--- src/rtl/eq_band_scheduler.sv ---
// Per-sample band sequencer for the equalizer: shares one arithmetic core across
// NBANDS bands, capturing each band result and then triggering the summing stage.
module eq_band_scheduler #(
    parameter int NBANDS  = 3,
    parameter int BAND_W  = 2,
    parameter int TIMEOUT = 15
) (
    input  logic              clk,
    input  logic              reset,
    input  logic              sample_valid,
    input  logic [NBANDS-1:0] band_mask,
    input  logic              core_done,
    input  logic              clr_err,
    output logic              core_start,
    output logic [BAND_W-1:0] band_sel,
    output logic [NBANDS-1:0] bank_we,
    output logic              mix_en,
    output logic              busy,
    output logic              overrun,
    output logic              timeout_err
);

    localparam int TMR_W = $clog2(TIMEOUT + 1);

    typedef enum logic [2:0] {
        IDLE,
        START,
        WAIT,
        NEXT,
        MIX
    } state_t;

    state_t            state;
    logic [NBANDS-1:0] mask_q;
    logic [TMR_W-1:0]  timer;

    logic [NBANDS-1:0] sel_onehot;
    logic [NBANDS-1:0] remaining;
    logic              timeout_hit;

    function automatic logic [BAND_W-1:0] lowest_idx(input logic [NBANDS-1:0] m);
        lowest_idx = '0;
        for (int i = NBANDS - 1; i >= 0; i--) begin
            if (m[i]) lowest_idx = BAND_W'(i);
        end
    endfunction

    assign sel_onehot  = NBANDS'(1) << band_sel;
    assign remaining   = mask_q & ~sel_onehot;
    assign timeout_hit = (state == WAIT) && !core_done && (timer == TMR_W'(1));

    // Moore decodes of the state register; bank_we follows core_done in the same cycle.
    assign core_start = (state == START);
    assign mix_en     = (state == MIX);
    assign busy       = (state != IDLE);
    assign bank_we    = ((state == WAIT) && core_done) ? sel_onehot : '0;

    // NOTE: all state here uses non-blocking assignments so every register samples
    // pre-edge values; blocking would make results depend on statement order.
    always_ff @(posedge clk or negedge reset) begin
        if (!reset) begin
            state       <= IDLE;
            band_sel    <= '0;
            mask_q      <= '0;
            timer       <= '0;
            overrun     <= 1'b0;
            timeout_err <= 1'b0;
        end else begin
            case (state)
                IDLE: begin
                    if (sample_valid) begin
                        mask_q <= band_mask;
                        if (band_mask == '0) begin
                            state <= MIX;
                        end else begin
                            band_sel <= lowest_idx(band_mask);
                            state    <= START;
                        end
                    end
                end
                START: begin
                    timer <= TMR_W'(TIMEOUT);
                    state <= WAIT;
                end
                WAIT: begin
                    if (core_done || timeout_hit) state <= NEXT;
                    else                          timer <= timer - TMR_W'(1);
                end
                NEXT: begin
                    mask_q <= remaining;
                    if (|remaining) begin
                        band_sel <= lowest_idx(remaining);
                        state    <= START;
                    end else begin
                        state <= MIX;
                    end
                end
                MIX:     state <= IDLE;
                default: state <= IDLE;
            endcase

            // Sticky flags: a set event in the same cycle as clr_err wins.
            if (sample_valid && (state != IDLE)) overrun <= 1'b1;
            else if (clr_err)                    overrun <= 1'b0;

            if (timeout_hit)  timeout_err <= 1'b1;
            else if (clr_err) timeout_err <= 1'b0;
        end
    end

endmodule

--- config.mk ---
export PLATFORM = sky130hd
export DESIGN_NAME = eq_band_scheduler
export DESIGN_NICKNAME = d
export VERILOG_FILES = /design/src/rtl/eq_band_scheduler.sv
export SDC_FILE = /design/constraint.sdc
export NUM_CORES = 1
export LEC_CHECK = 0
export CAP_MARGIN = 10
export CORE_MARGIN = 2
export CORE_UTILIZATION = 50
export DETAILED_ROUTE_END_ITERATION = 6
export PLACE_DENSITY_LB_ADDON = 0.1
export RECOVER_POWER = 25
export SYNTH_ARGS = -nofsm -noshare
export SYNTH_HDL_FRONTEND = slang
export SYNTH_SLANG_ARGS = --single-unit
--- constraint.sdc ---
create_clock -name clk -period 4.7 [get_ports clk]
set_input_delay 0.47 -clock clk [delete_from_list [all_inputs] [get_ports clk]]
set_output_delay 0.47 -clock clk [all_outputs]
set_load 0.005 [all_outputs]
==> parameters.txt, run 1 <==
Parameter                              Value

Clock network
  CTS H-Tree Depth ... 1
  Max Root-Sink Buffers ... 2
  Post-CTS Setup Inserts ... 0
  Clk pin slew, worst setup/hold paths ... 0.09 ns
  Quantity of hold-fixing buffers added after cts ... 0
  CTS resizes ... 0
  TritonCTS clock tree ... done
  Sinks on the clock net ... 14
  Number of buffers added by the clock tree synthesis step ... 3
  Clk Latency, worst-skew pair ... 0.28 ns
  CTS root buf ... sky130_fd_sc_hd__clkbuf_4

Cells and area
  Most frequent standard cell in the layout excluding fill and tap cells ... sky130_fd_sc_hd__clkdlybuf4s50_1
  Ant diodes ... 0
  Final Instance Area ... 1100 sq um
  Layout-stage area growth over the synthesis result ... 21.9%
  Post-layout instance count excluding filler cells ... 136
  Net count, final ... 122
  Fraction of the core area covered by cells at the end of the flow ... 64.5%
  Ratio of cells with drive above 1 in the final layout ... 11.7%
  Most used cells in the layout excluding fill and tap cells ... sky130_fd_sc_hd__clkdlybuf4s50_1 (16), sky130_fd_sc_hd__dfrtp_1 (14), sky130_fd_sc_hd__nand2_1 (10)
  FILL cells ... 157

STA
  Final hold slack ... 0.529 ns
  Unrepaired setup endpoints after global routing ... false
  Share of the clock period used by the worst path after layout ... 52.1%
  Worst-Margin Slew ... 0.621 ns
  Clock period minus final worst setup slack ... 2.45 ns
  Final-report setup violation count ... 0
  Final sum of negative setup slack ... 0 ns
  Total count of hold-check failures in the final report ... 0
  Crit path setup slack, layout ... 2.25 ns
  Final max-slew violation count ... 0
  Setup Skew ... 0.00320 ns
  Maximum clock frequency ... 408 MHz
  Slew headroom ... 58.5%

Synth
  Register bit count reported by yosys ... 14
  Leading post-synthesis cells by cell area ... sky130_fd_sc_hd__dfrtp_1 (39%), sky130_fd_sc_hd__nand2_1 (4.1%), sky130_fd_sc_hd__nor4b_2 (3.3%)
  Fraction of synthesized cell area taken by the top area cell type ... 38.7%
  Synth Area in Adders ... 2.77%
  Proportion of synthesized area in mux cells ... 4.70%
  Combinational family with the most area after synthesis ... simple AND/OR/NAND/NOR gates
  Xor-xnor portion of the synthesized cell area ... 1.94%
  Post-synthesis instance area ... 905 sq um
  Fraction of the mapped netlist area in simple logic gates ... 29.0%
  Proportion of synthesized chip area in sequential cells ... 38.7%
  Compound-gate portion of the synthesized area ... 15.1%
  Post-Syn Nets ... 106
  Gate count after technology mapping ... 96
  Total of warnings raised by yosys ... 0
  Cell taking the most area after synthesis ... sky130_fd_sc_hd__dfrtp_1
  Average size of a mapped cell ... 9.42 sq um
  Distinct cell type count of the synthesized netlist ... 36

Die
  Number of placed I/O pins ... 18
  Horiz. Die Dim ... 46.5 um
  Floorplan row count ... 15
  Placeable core area ... 1710 sq um
  Floorplan die area ... 2170 sq um
  Height of the chip ... 46.5 um
  Initial cell density of the core ... 53.0%

Placement
  Count of placed standard cells including taps ... 132
  Gp weighted congestion ... 0.922
  Detailed placer's ending HPWL ... 1330 um
  Cell area reported after detailed placement ... 1070 sq um
  Setup slack after placement ... 2.41 ns
  Port-buffer cells ... 17

Critical path
  Critical path origin ... state[1]$_DFFE_PN0P_
  Family of cells with the greatest summed delay on the critical path ... simple AND/OR/NAND/NOR gates
  Delay of the slowest cell on the worst path ... 0.54 ns
  Crit. path cell count ... 4
  CP endpoint ... bank_we[2]
  Critical setup path kind ... flop to output pin
  Total buffers and inverters traversed by the critical path ... 1
  Worst-path cell with the longest stage delay ... sky130_fd_sc_hd__dfrtp_1
  Critical Path Source Type ... flop
  Required time at the endpoint of the critical path ... 4.23 ns
  Max Fanout on Critical Path ... 11
  Source of the worst register-to-register timing path ... band_sel[0]$_DFFE_PN0P_
  Count of cells along the worst register-to-register path ... 4
  Setup slack of the worst register-to-register path ... 3.00 ns
  Arr. time, crit path ... 1.98 ns
  Crit Reg-Reg Endpoint ... band_sel[0]$_DFFE_PN0P_
  Ordered list of cells on the worst path ... nor3b_1, nand2_1, nor3_1, clkdlybuf4s50_1
  Crit path capture type ... output pin

Worst hold path
  Start point of the worst hold path ... timer[3]$_DFFE_PN0P_
  Worst Hold Class ... flop to flop

Route
  Post-DR wirelength/cell ... 13.2 um
  Detailed-router iteration count before antenna repair ... 5
  Post-detailed-route DRC marker count ... 0
  Final wirelength ... 1800 um
  Via count ... 777
  Ratio of routed vias to standard cells ... 5.71
  Remaining antenna violation count after routing ... 0
  Starting DRT DRC Count ... 25

Pwr
  Leak Pwr ... 0.465 nW
  Cell Pwr Density ... 567 nW/um^2
  Peak ir drop on the vdd network ... 0.440 mV
  Tot Pwr ... 0.625 mW

Global routing
  Wire length of the first global-routing pass ... 2900 um
  Total congestion overflow after global routing ... 0
  Largest net degree at the start of global routing ... 15
  Via count of the first global-routing pass ... 658
  All-layer global routing usage ... 19.1%
  Initial antenna violation count ... 0

Job
  Number of maximum-capacitance constraint violations ... 0

Status
  Run status ... complete, no violations
-- kinds of logic after synthesis --
logic type / Yosys count
AO/OA/AOI/OAI: 18
adder cells (fa/ha/maj): 2
XOR/XNOR: 2
AND/OR/NAND/NOR: 42
multiplexers: 4
flip-flops: 14
buffers and inverters: 14
-- where the power goes --
part | total [mW] | internal, mW | switching, mW
registers | 0.243 | 0.162 | 0.0805
clock network | 0.0889 | 0.0471 | 0.0418
logic | 0.294 | 0.160 | 0.134
-- worst min path at each step --
stage | to | slack, ns | cells after the start
final | timer[3]$_DFFE_PN0P_ | 0.53 | 2
after global placement | timer[3]$_DFFE_PN0P_ | 0.50 | 2
after floorplan | band_sel[0]$_DFFE_PN0P_ | 0.17 | 0
after global routing | overrun$_DFFE_PN0P_ | 0.56 | 2
after detailed placement | timer[3]$_DFFE_PN0P_ | 0.51 | 2
after CTS | timer[3]$_DFFE_PN0P_ | 0.53 | 2
-- metal layers --
layer	GRT usage (%)	vias up	part of all wire, %
met4	8.57	0	1.3
met3	2.35	4	4.9
met5	0	-	0
met1	27.8	376	48
met2	27.8	28	45
li1	-	369	-
-- synthesized netlist by cell type (all sizes together) --
cell type  count
a211oi         1
a221oi         1
a22o           3
a22oi          2
a31oi          2
and2b          1
and3           2
and3b          1
buf            5
clkbuf         1
dfrtp         14
ha             2
inv            8
mux2           2
mux2i          2
nand2         10
nand3          4
nand3b         2
nor2           7
nor3           5
nor3b          2
nor4b          3
o21ai          6
o21bai         1
o22a           1
o32ai          1
or2            1
or3            1
or3b           3
xor2           2
-- sequential cells by signal, indices dropped and copies added, names as in the netlist --
name	count
overrun	1
mask_q	3
state	3
band_sel	2
timeout_err	1
timer	4
-- layout make-up --
type / count / area [sq um] / share of cell area (%)
clock buffers: 4 / 36.3 / 3.29
inverters: 8 / 30.0 / 2.72
multi-input cells: 68 / 484 / 43.9
flip-flops and latches: 14 / 350 / 31.8
well taps: 25 / 31.3 / 2.84
repair buffers: 17 / 170 / 15.4
-- worst min-delay path: cells and delay by family, from the launching register on --
kind,cells,cell delay (ns)
XOR/XNOR,1,0.07
flip-flops,1,0.37
AND/OR/NAND/NOR,1,0.06
No activity file was read; power rests on OpenSTA's default activity.
==> inputs of run 2 (changes only) <==
Settings changed: CORE_ASPECT_RATIO set to 0.7, CORE_UTILIZATION 50 to 45.
Clock period 4.7 ns to 2.01 ns, I/O delays scaled along.
==> parameters.txt, run 2 (synthesis results as in run 1) <==
Parameter                              Value

Status
  Run status ... complete, no violations (unchanged)

Pwr
  Leak Pwr ... 0.504 nW (was 0.465 nW)
  Cell Pwr Density ... 1350 nW/um^2 (was 567 nW/um^2)
  Switching fraction of total power ... 40.4% (was 41.0%)
  Seq pwr share ... 35.1% (was 38.8%)
  Net Sw Power ... 0.626 mW (was 0.256 mW)
  Peak ir drop on the vdd network ... 0.940 mV (was 0.440 mV)
  Clock Power Share ... 13.2% (was 14.2%)
  Power share of the combinational group ... 51.7% (was 47.0%)
  Tot Pwr ... 1.55 mW (was 0.625 mW)
  P_int ... 0.925 mW (was 0.369 mW)

Clock network
  CTS H-Tree Depth ... 1 (unchanged)
  Number of buffers added by the clock tree synthesis step ... 3 (unchanged)
  CTS root buf ... sky130_fd_sc_hd__clkbuf_4 (unchanged)
  Clk Latency, worst-skew pair ... 0.28 ns (about the same)
  TritonCTS clock tree ... done (unchanged)
  Sinks on the clock net ... 14 (unchanged)
  Clk pin slew, worst setup/hold paths ... 0.09 ns (about the same)
  Max Root-Sink Buffers ... 2 (unchanged)

Die
  Floorplan die area ... 2390 sq um (was 2170 sq um)
  Placeable core area ... 1870 sq um (was 1710 sq um)
  Height of the chip ... 41.5 um (was 46.5 um)
  Horiz. Die Dim ... 57.6 um (was 46.5 um)
  Initial cell density of the core ... 48.4% (was 53.0%)
  Number of placed I/O pins ... 18 (unchanged)
  Floorplan row count ... 13 (was 15)

Critical path
  Total buffers and inverters traversed by the critical path ... 2 (was 1)
  Ordered list of cells on the worst path ... or3b_4, inv_2, clkdlybuf4s50_1 (was nor3b_1, nand2_1, nor3_1, clkdlybuf4s50_1)
  Worst-path cell with the longest stage delay ... sky130_fd_sc_hd__clkdlybuf4s50_1 (was sky130_fd_sc_hd__dfrtp_1)
  Required time at the endpoint of the critical path ... 1.81 ns (was 4.23 ns)
  CP endpoint ... core_start (was bank_we[2])
  Count of cells along the worst register-to-register path ... 4 (unchanged)
  Critical Path Source Type ... flop (unchanged)
  Source of the worst register-to-register timing path ... band_sel[0]$_DFFE_PN0P_ (unchanged)
  Critical setup path kind ... flop to output pin (unchanged)
  Family of cells with the greatest summed delay on the critical path ... buffers and inverters (was simple AND/OR/NAND/NOR gates)
  Critical path origin ... state[2]$_DFFE_PN0P_ (was state[1]$_DFFE_PN0P_)
  Arr. time, crit path ... 1.74 ns (was 1.98 ns)
  Crit Reg-Reg Endpoint ... band_sel[1]$_DFFE_PN0P_ (was band_sel[0]$_DFFE_PN0P_)
  Setup slack of the worst register-to-register path ... 0.25 ns (was 3.00 ns)
  Max Fanout on Critical Path ... 6 (was 11)
  Crit path capture type ... output pin (unchanged)
  Delay of the slowest cell on the worst path ... 0.49 ns (was 0.54 ns)
  Crit. path cell count ... 3 (was 4)

Cells and area
  Most used cells in the layout excluding fill and tap cells ... sky130_fd_sc_hd__clkdlybuf4s50_1 (14), sky130_fd_sc_hd__dfrtp_1 (11), sky130_fd_sc_hd__nand2_1 (10) (was sky130_fd_sc_hd__clkdlybuf4s50_1 (16), sky130_fd_sc_hd__dfrtp_1 (14), sky130_fd_sc_hd__nand2_1 (10))
  Post-layout instance count excluding filler cells ... 136 (unchanged)
  Number of flip-flops under the largest register name ... 4 (unchanged)
  Register with the most flip-flops ... timer (unchanged)
  Net count, final ... 125 (was 122)
  Layout-stage area growth over the synthesis result ... 26.6% (was 21.9%)
  Ratio of cells with drive above 1 in the final layout ... 19.3% (was 11.7%)
  Largest registers in the final layout ... timer x4, mask_q x3, state x3 (unchanged)
  Most frequent standard cell in the layout excluding fill and tap cells ... sky130_fd_sc_hd__clkdlybuf4s50_1 (unchanged)
  Ant diodes ... 0 (unchanged)
  Final Instance Area ... 1140 sq um (was 1100 sq um)

Route
  Post-DR wirelength/cell ... 14.2 um (was 13.2 um)
  Final wirelength ... 1930 um (was 1800 um)
  Starting DRT DRC Count ... 32 (was 25)
  Ratio of routed vias to standard cells ... 5.60 (was 5.71)
  Detailed-router iteration count before antenna repair ... 5 (unchanged)
  Via count ... 762 (was 777)
  Remaining antenna violation count after routing ... 0 (unchanged)
  Post-detailed-route DRC marker count ... 0 (unchanged)

Global routing
  All-layer global routing usage ... 17.5% (was 19.1%)
  Via count of the first global-routing pass ... 729 (was 658)
  Wire length of the first global-routing pass ... 3220 um (was 2900 um)
  Largest net degree at the start of global routing ... 15 (unchanged)
  Total congestion overflow after global routing ... 0 (unchanged)
  Initial antenna violation count ... 0 (unchanged)

STA
  Maximum clock frequency ... 514 MHz
  Unrepaired setup endpoints after global routing ... false (unchanged)
  Clock period minus final worst setup slack ... 1.95 ns
  Share of the clock period used by the worst path after layout ... 96.8%
  Worst-Margin Slew ... 0.635 ns (was 0.621 ns)
  Slew headroom ... 57.5% (was 58.5%)
  Final sum of negative setup slack ... 0 ns (unchanged)
  Setup Skew ... 0.00180 ns (was 0.00320 ns)
  Final-report setup violation count ... 0 (unchanged)
  Total count of hold-check failures in the final report ... 0 (unchanged)
  Final max-slew violation count ... 0 (unchanged)

Worst hold path
  Worst Hold Class ... input port to asynchronous set/reset pin (was flop to flop)

Placement
  Cell area reported after detailed placement ... 1080 sq um (was 1070 sq um)
  Port-buffer cells ... 17 (unchanged)
  Gp weighted congestion ... 0.911 (was 0.922)
  Count of placed standard cells including taps ... 132 (unchanged)
  Detailed placer's ending HPWL ... 1440 um (was 1330 um)

Job
  Number of maximum-capacitance constraint violations ... 0 (unchanged)
==> run 2: cell count changes in the layout (fill, tap and decap cells not counted) <==
cell / change
sky130_fd_sc_hd__nor3b_1: -1
sky130_fd_sc_hd__or3b_4: +1
sky130_fd_sc_hd__nor3_2: +1
sky130_fd_sc_hd__dfrtp_1: -3
sky130_fd_sc_hd__or3b_1: -1
sky130_fd_sc_hd__dfrtp_2: +3
sky130_fd_sc_hd__dlymetal6s2s_1: +1
sky130_fd_sc_hd__buf_4: +3
sky130_fd_sc_hd__clkdlybuf4s50_1: -2
sky130_fd_sc_hd__nor3_1: -1
sky130_fd_sc_hd__nor3b_4: +1
sky130_fd_sc_hd__dlygate4sd2_1: +1
==> run 2: final cells by class <==
| type | instances | area (sq um) |
|---|---|---|
| sequential | 14 | 354 |
| multi-input combinational | 68 | 503 |
| timing repair buffer | 20 | 194 |
| fill | 162 | 726 |
| clock buffer | 4 | 36.3 |
| inverter | 8 | 30.0 |
| tap | 22 | 27.5 |
==> run 2: how the worst min path moves through the flow <==
stage / from / end / slack, ns / depth (start not counted)
floorplan: reset / band_sel[0]$_DFFE_PN0P_ / -0.09 / 0
global placement: timer[3]$_DFFE_PN0P_ / timer[3]$_DFFE_PN0P_ / 0.50 / 2
detailed placement: timer[3]$_DFFE_PN0P_ / timer[3]$_DFFE_PN0P_ / 0.49 / 2
CTS: reset / overrun$_DFFE_PN0P_ / 0.32 / 1
global route: reset / overrun$_DFFE_PN0P_ / 0.42 / 1
finish: reset / overrun$_DFFE_PN0P_ / 0.37 / 1
==> run 2: metal layers <==
metal | global-route usage [%] | part of all wire [%] | wire, um
met4 | 2.79 | 0.36 | 7
met5 | 0 | 0 | 0
met1 | 26.4 | 48 | 930
met3 | 6.85 | 8.4 | 161
met2 | 23.9 | 43 | 828
==> run 2: repair_timing <==
action | 4_1_cts | 5_1_grt
endpoints found under the setup margin | 4 | 3
hold buffers | 0 | 0
pin swaps | 1 | 2
buffers inserted | 0 | 0
gates resized for setup | 3 | 6
==> run 2: power by group through the flow <==
stage / clock (mW) / combinational (mW) / sequential, mW
3_3_place_gp: 0 / 0.762 / 0.529
5_1_grt: 0.223 / 0.881 / 0.568
6_report: 0.204 / 0.801 / 0.545
3_5_place_dp: 0 / 0.769 / 0.532
4_1_cts: 0.210 / 0.774 / 0.530
2_1_floorplan: 0 / 0.579 / 0.462
==> run 2: metrics by stage <==
stage	setup slack, ns	hold WS [ns]	util [%]
CTS	-0.0231	0.319	60.2
detailed placement	0.167	0.495	58.0
floorplan	0.457	-0.0946	-
global route	0.00647	0.421	61.2
finish	0.0640	0.372	61.2
global placement	0.194	0.499	58.0
==> inputs of run 3 (changes only) <==
Settings changed: CELL_PAD_IN_SITES_DETAIL_PLACEMENT set to 1, CELL_PAD_IN_SITES_GLOBAL_PLACEMENT set to 1, CORE_UTILIZATION 45 to 38.
Clock period 2.01 ns to 2.1 ns, I/O delays scaled along.
==> parameters.txt, run 3 (synthesis results as in run 1) <==
Parameter                              Value

Critical path
  Arr. time, crit path ... 1.82 ns (was 1.74 ns)
  Critical Path Source Type ... flop (unchanged)
  Setup slack of the worst register-to-register path ... 0.40 ns (was 0.25 ns)
  Critical setup path kind ... flop to output pin (unchanged)
  Source of the worst register-to-register timing path ... band_sel[0]$_DFFE_PN0P_ (unchanged)
  CP endpoint ... core_start (unchanged)
  Critical path origin ... state[1]$_DFFE_PN0P_ (was state[2]$_DFFE_PN0P_)
  Crit Reg-Reg Endpoint ... band_sel[1]$_DFFE_PN0P_ (unchanged)
  Count of cells along the worst register-to-register path ... 4 (unchanged)
  Max Fanout on Critical Path ... 9 (was 6)
  Delay of the slowest cell on the worst path ... 0.49 ns (about the same)
  Required time at the endpoint of the critical path ... 1.89 ns (was 1.81 ns)
  Crit path capture type ... output pin (unchanged)
  Ordered list of cells on the worst path ... buf_4, or3b_4, inv_2, clkdlybuf4s50_1 (was or3b_4, inv_2, clkdlybuf4s50_1)
  Worst-path cell with the longest stage delay ... sky130_fd_sc_hd__clkdlybuf4s50_1 (unchanged)

Pwr
  Switching fraction of total power ... 41.2% (was 40.4%)
  Leak Pwr ... 0.487 nW (was 0.504 nW)
  Clock Power Share ... 13.1% (was 13.2%)
  Cell Pwr Density ... 1310 nW/um^2 (was 1350 nW/um^2)
  Power share of the combinational group ... 53.0% (was 51.7%)
  Net Sw Power ... 0.621 mW (was 0.626 mW)
  Peak ir drop on the vdd network ... 0.572 mV (was 0.940 mV)
  Seq pwr share ... 34.0% (was 35.1%)
  P_int ... 0.885 mW (was 0.925 mW)

Clock network
  TritonCTS clock tree ... done (unchanged)
  Max Root-Sink Buffers ... 2 (unchanged)
  CTS H-Tree Depth ... 1 (unchanged)
  Number of buffers added by the clock tree synthesis step ... 3 (unchanged)
  CTS root buf ... sky130_fd_sc_hd__clkbuf_4 (unchanged)
  Quantity of hold-fixing buffers added after cts ... 0 (unchanged)
  Sinks on the clock net ... 14 (unchanged)
  Clk Latency, worst-skew pair ... 0.28 ns (about the same)
  Clk pin slew, worst setup/hold paths ... 0.09 ns (about the same)

Cells and area
  Most frequent standard cell in the layout excluding fill and tap cells ... sky130_fd_sc_hd__clkdlybuf4s50_1 (unchanged)
  Register with the most flip-flops ... timer (unchanged)
  Ratio of cells with drive above 1 in the final layout ... 17.4% (was 19.3%)
  FILL cells ... 274 (was 162)
  Number of flip-flops under the largest register name ... 4 (unchanged)
  Final Instance Area ... 1150 sq um (was 1140 sq um)
  Fraction of the core area covered by cells at the end of the flow ... 52.1% (was 61.2%)
  Net count, final ... 126 (was 125)
  Ant diodes ... 0 (unchanged)
  Largest registers in the final layout ... timer x4, mask_q x3, state x3 (unchanged)
  Area of all sequential standard cells ... 352 sq um (was 354 sq um)
  Multi-input gate area in the final layout ... 492 sq um (was 503 sq um)
  Layout-stage area growth over the synthesis result ... 27.1% (was 26.6%)
  Most used cells in the layout excluding fill and tap cells ... sky130_fd_sc_hd__clkdlybuf4s50_1 (16), sky130_fd_sc_hd__dfrtp_1 (13), sky130_fd_sc_hd__nand2_1 (10) (was sky130_fd_sc_hd__clkdlybuf4s50_1 (14), sky130_fd_sc_hd__dfrtp_1 (11), sky130_fd_sc_hd__nand2_1 (10))

Global routing
  Total congestion overflow after global routing ... 0 (unchanged)
  Wire length of the first global-routing pass ... 4040 um (was 3220 um)
  Largest net degree at the start of global routing ... 15 (unchanged)
  Initial antenna violation count ... 0 (unchanged)
  Via count of the first global-routing pass ... 773 (was 729)
  All-layer global routing usage ... 19.8% (was 17.5%)

STA
  Slew headroom ... 53.1% (was 57.5%)
  Maximum clock frequency ... 492 MHz
  Setup Skew ... 0.00101 ns (was 0.00180 ns)
  Clock period minus final worst setup slack ... 2.03 ns
  Total count of hold-check failures in the final report ... 0 (unchanged)
  Share of the clock period used by the worst path after layout ... 96.8%
  Unrepaired setup endpoints after global routing ... true (was false)
  Final sum of negative setup slack ... 0 ns (unchanged)
  Final max-slew violation count ... 0 (unchanged)
  Final-report setup violation count ... 0 (unchanged)
  Worst-Margin Slew ... 0.701 ns (was 0.635 ns)

Route
  Ratio of routed vias to standard cells ... 5.44 (was 5.60)
  Via count ... 800 (was 762)
  Final wirelength ... 2390 um (was 1930 um)
  Remaining antenna violation count after routing ... 0 (unchanged)
  Detailed-router iteration count before antenna repair ... 4 (was 5)
  Post-DR wirelength/cell ... 16.3 um (was 14.2 um)
  Post-detailed-route DRC marker count ... 0 (unchanged)
  Starting DRT DRC Count ... 20 (was 32)

Placement
  Cell area reported after detailed placement ... 1100 sq um (was 1080 sq um)
  Detailed placer's ending HPWL ... 1790 um (was 1440 um)
  Gp weighted congestion ... 0.810 (was 0.911)
  Port-buffer cells ... 17 (unchanged)

Die
  Placeable core area ... 2210 sq um (was 1870 sq um)
  Number of placed I/O pins ... 18 (unchanged)
  Horiz. Die Dim ... 62.3 um (was 57.6 um)
  Initial cell density of the core ... 41.0% (was 48.4%)
  Height of the chip ... 44.8 um (was 41.5 um)
  Floorplan die area ... 2790 sq um (was 2390 sq um)
  Floorplan row count ... 14 (was 13)

Job
  Number of maximum-capacitance constraint violations ... 0 (unchanged)

Status
  Run status ... complete, no violations (unchanged)

Worst hold path
  Worst Hold Class ... input port to asynchronous set/reset pin (unchanged)
## run 3: worst max-delay path: cells and delay by family, from the launching register on
kind / cells / cell delay [ns]
flip-flops: 1 / 0.40
AND/OR/NAND/NOR: 1 / 0.41
buffers and inverters: 3 / 0.73
## run 3: final cells by class
type                    count  share of cell area, %
inverters                   8                   2.61
well taps                  32                   3.48
clock buffers               4                   3.16
flip-flops and latches     14                   30.6
repair buffers             21                   17.4
multi-input cells          68                   42.8
## run 3: power by group through the flow
stage | logic [mW] | clock network (mW) | registers, mW
floorplan | 0.554 | 0 | 0.442
global placement | 0.751 | 0 | 0.498
detailed placement | 0.767 | 0 | 0.507
CTS | 0.777 | 0.206 | 0.507
global route | 0.876 | 0.220 | 0.530
finish | 0.798 | 0.197 | 0.511
## run 3: worst min path at each step
stage | start | end | cells after the start
floorplan | reset | band_sel[0]$_DFFE_PN0P_ | 0
global placement | timer[3]$_DFFE_PN0P_ | timer[3]$_DFFE_PN0P_ | 2
detailed placement | timer[3]$_DFFE_PN0P_ | timer[3]$_DFFE_PN0P_ | 2
CTS | reset | timer[0]$_DFFE_PN0P_ | 1
global route | reset | timer[0]$_DFFE_PN0P_ | 1
finish | reset | timer[0]$_DFFE_PN0P_ | 1
## run 3: per-stage QoR
stage / total power, mW / hold WS, ns / worst slack [ns] / instances
2_1_floorplan: 0.997 / -0.0856 / 0.547 / 96
3_5_place_dp: 1.27 / 0.521 / 0.239 / 142
5_1_grt: 1.63 / 0.431 / -0.00510 / 147
3_3_place_gp: 1.25 / 0.510 / 0.228 / 142
6_report: 1.51 / 0.409 / 0.0671 / 147
4_1_cts: 1.49 / 0.352 / 0.0119 / 146
## run 3: per-layer routing
metal  share of wire (%)  global-route usage (%)  vias to the layer above
met3                 3.1                    4.74                        2
li1                    -                       -                      380
met4                 1.0                    8.00                        0
met2                  43                    31.7                       15
met1                  52                    26.6                      403
met5                   0                       0                        -
## run 3: what timing repair did
action                     in CTS  in global routing
hold endpoints to repair        0                  0
setup endpoints to repair       2                  3
setup buffers                   0                  1
resized for setup               1                  2
pin swaps                       0                  0
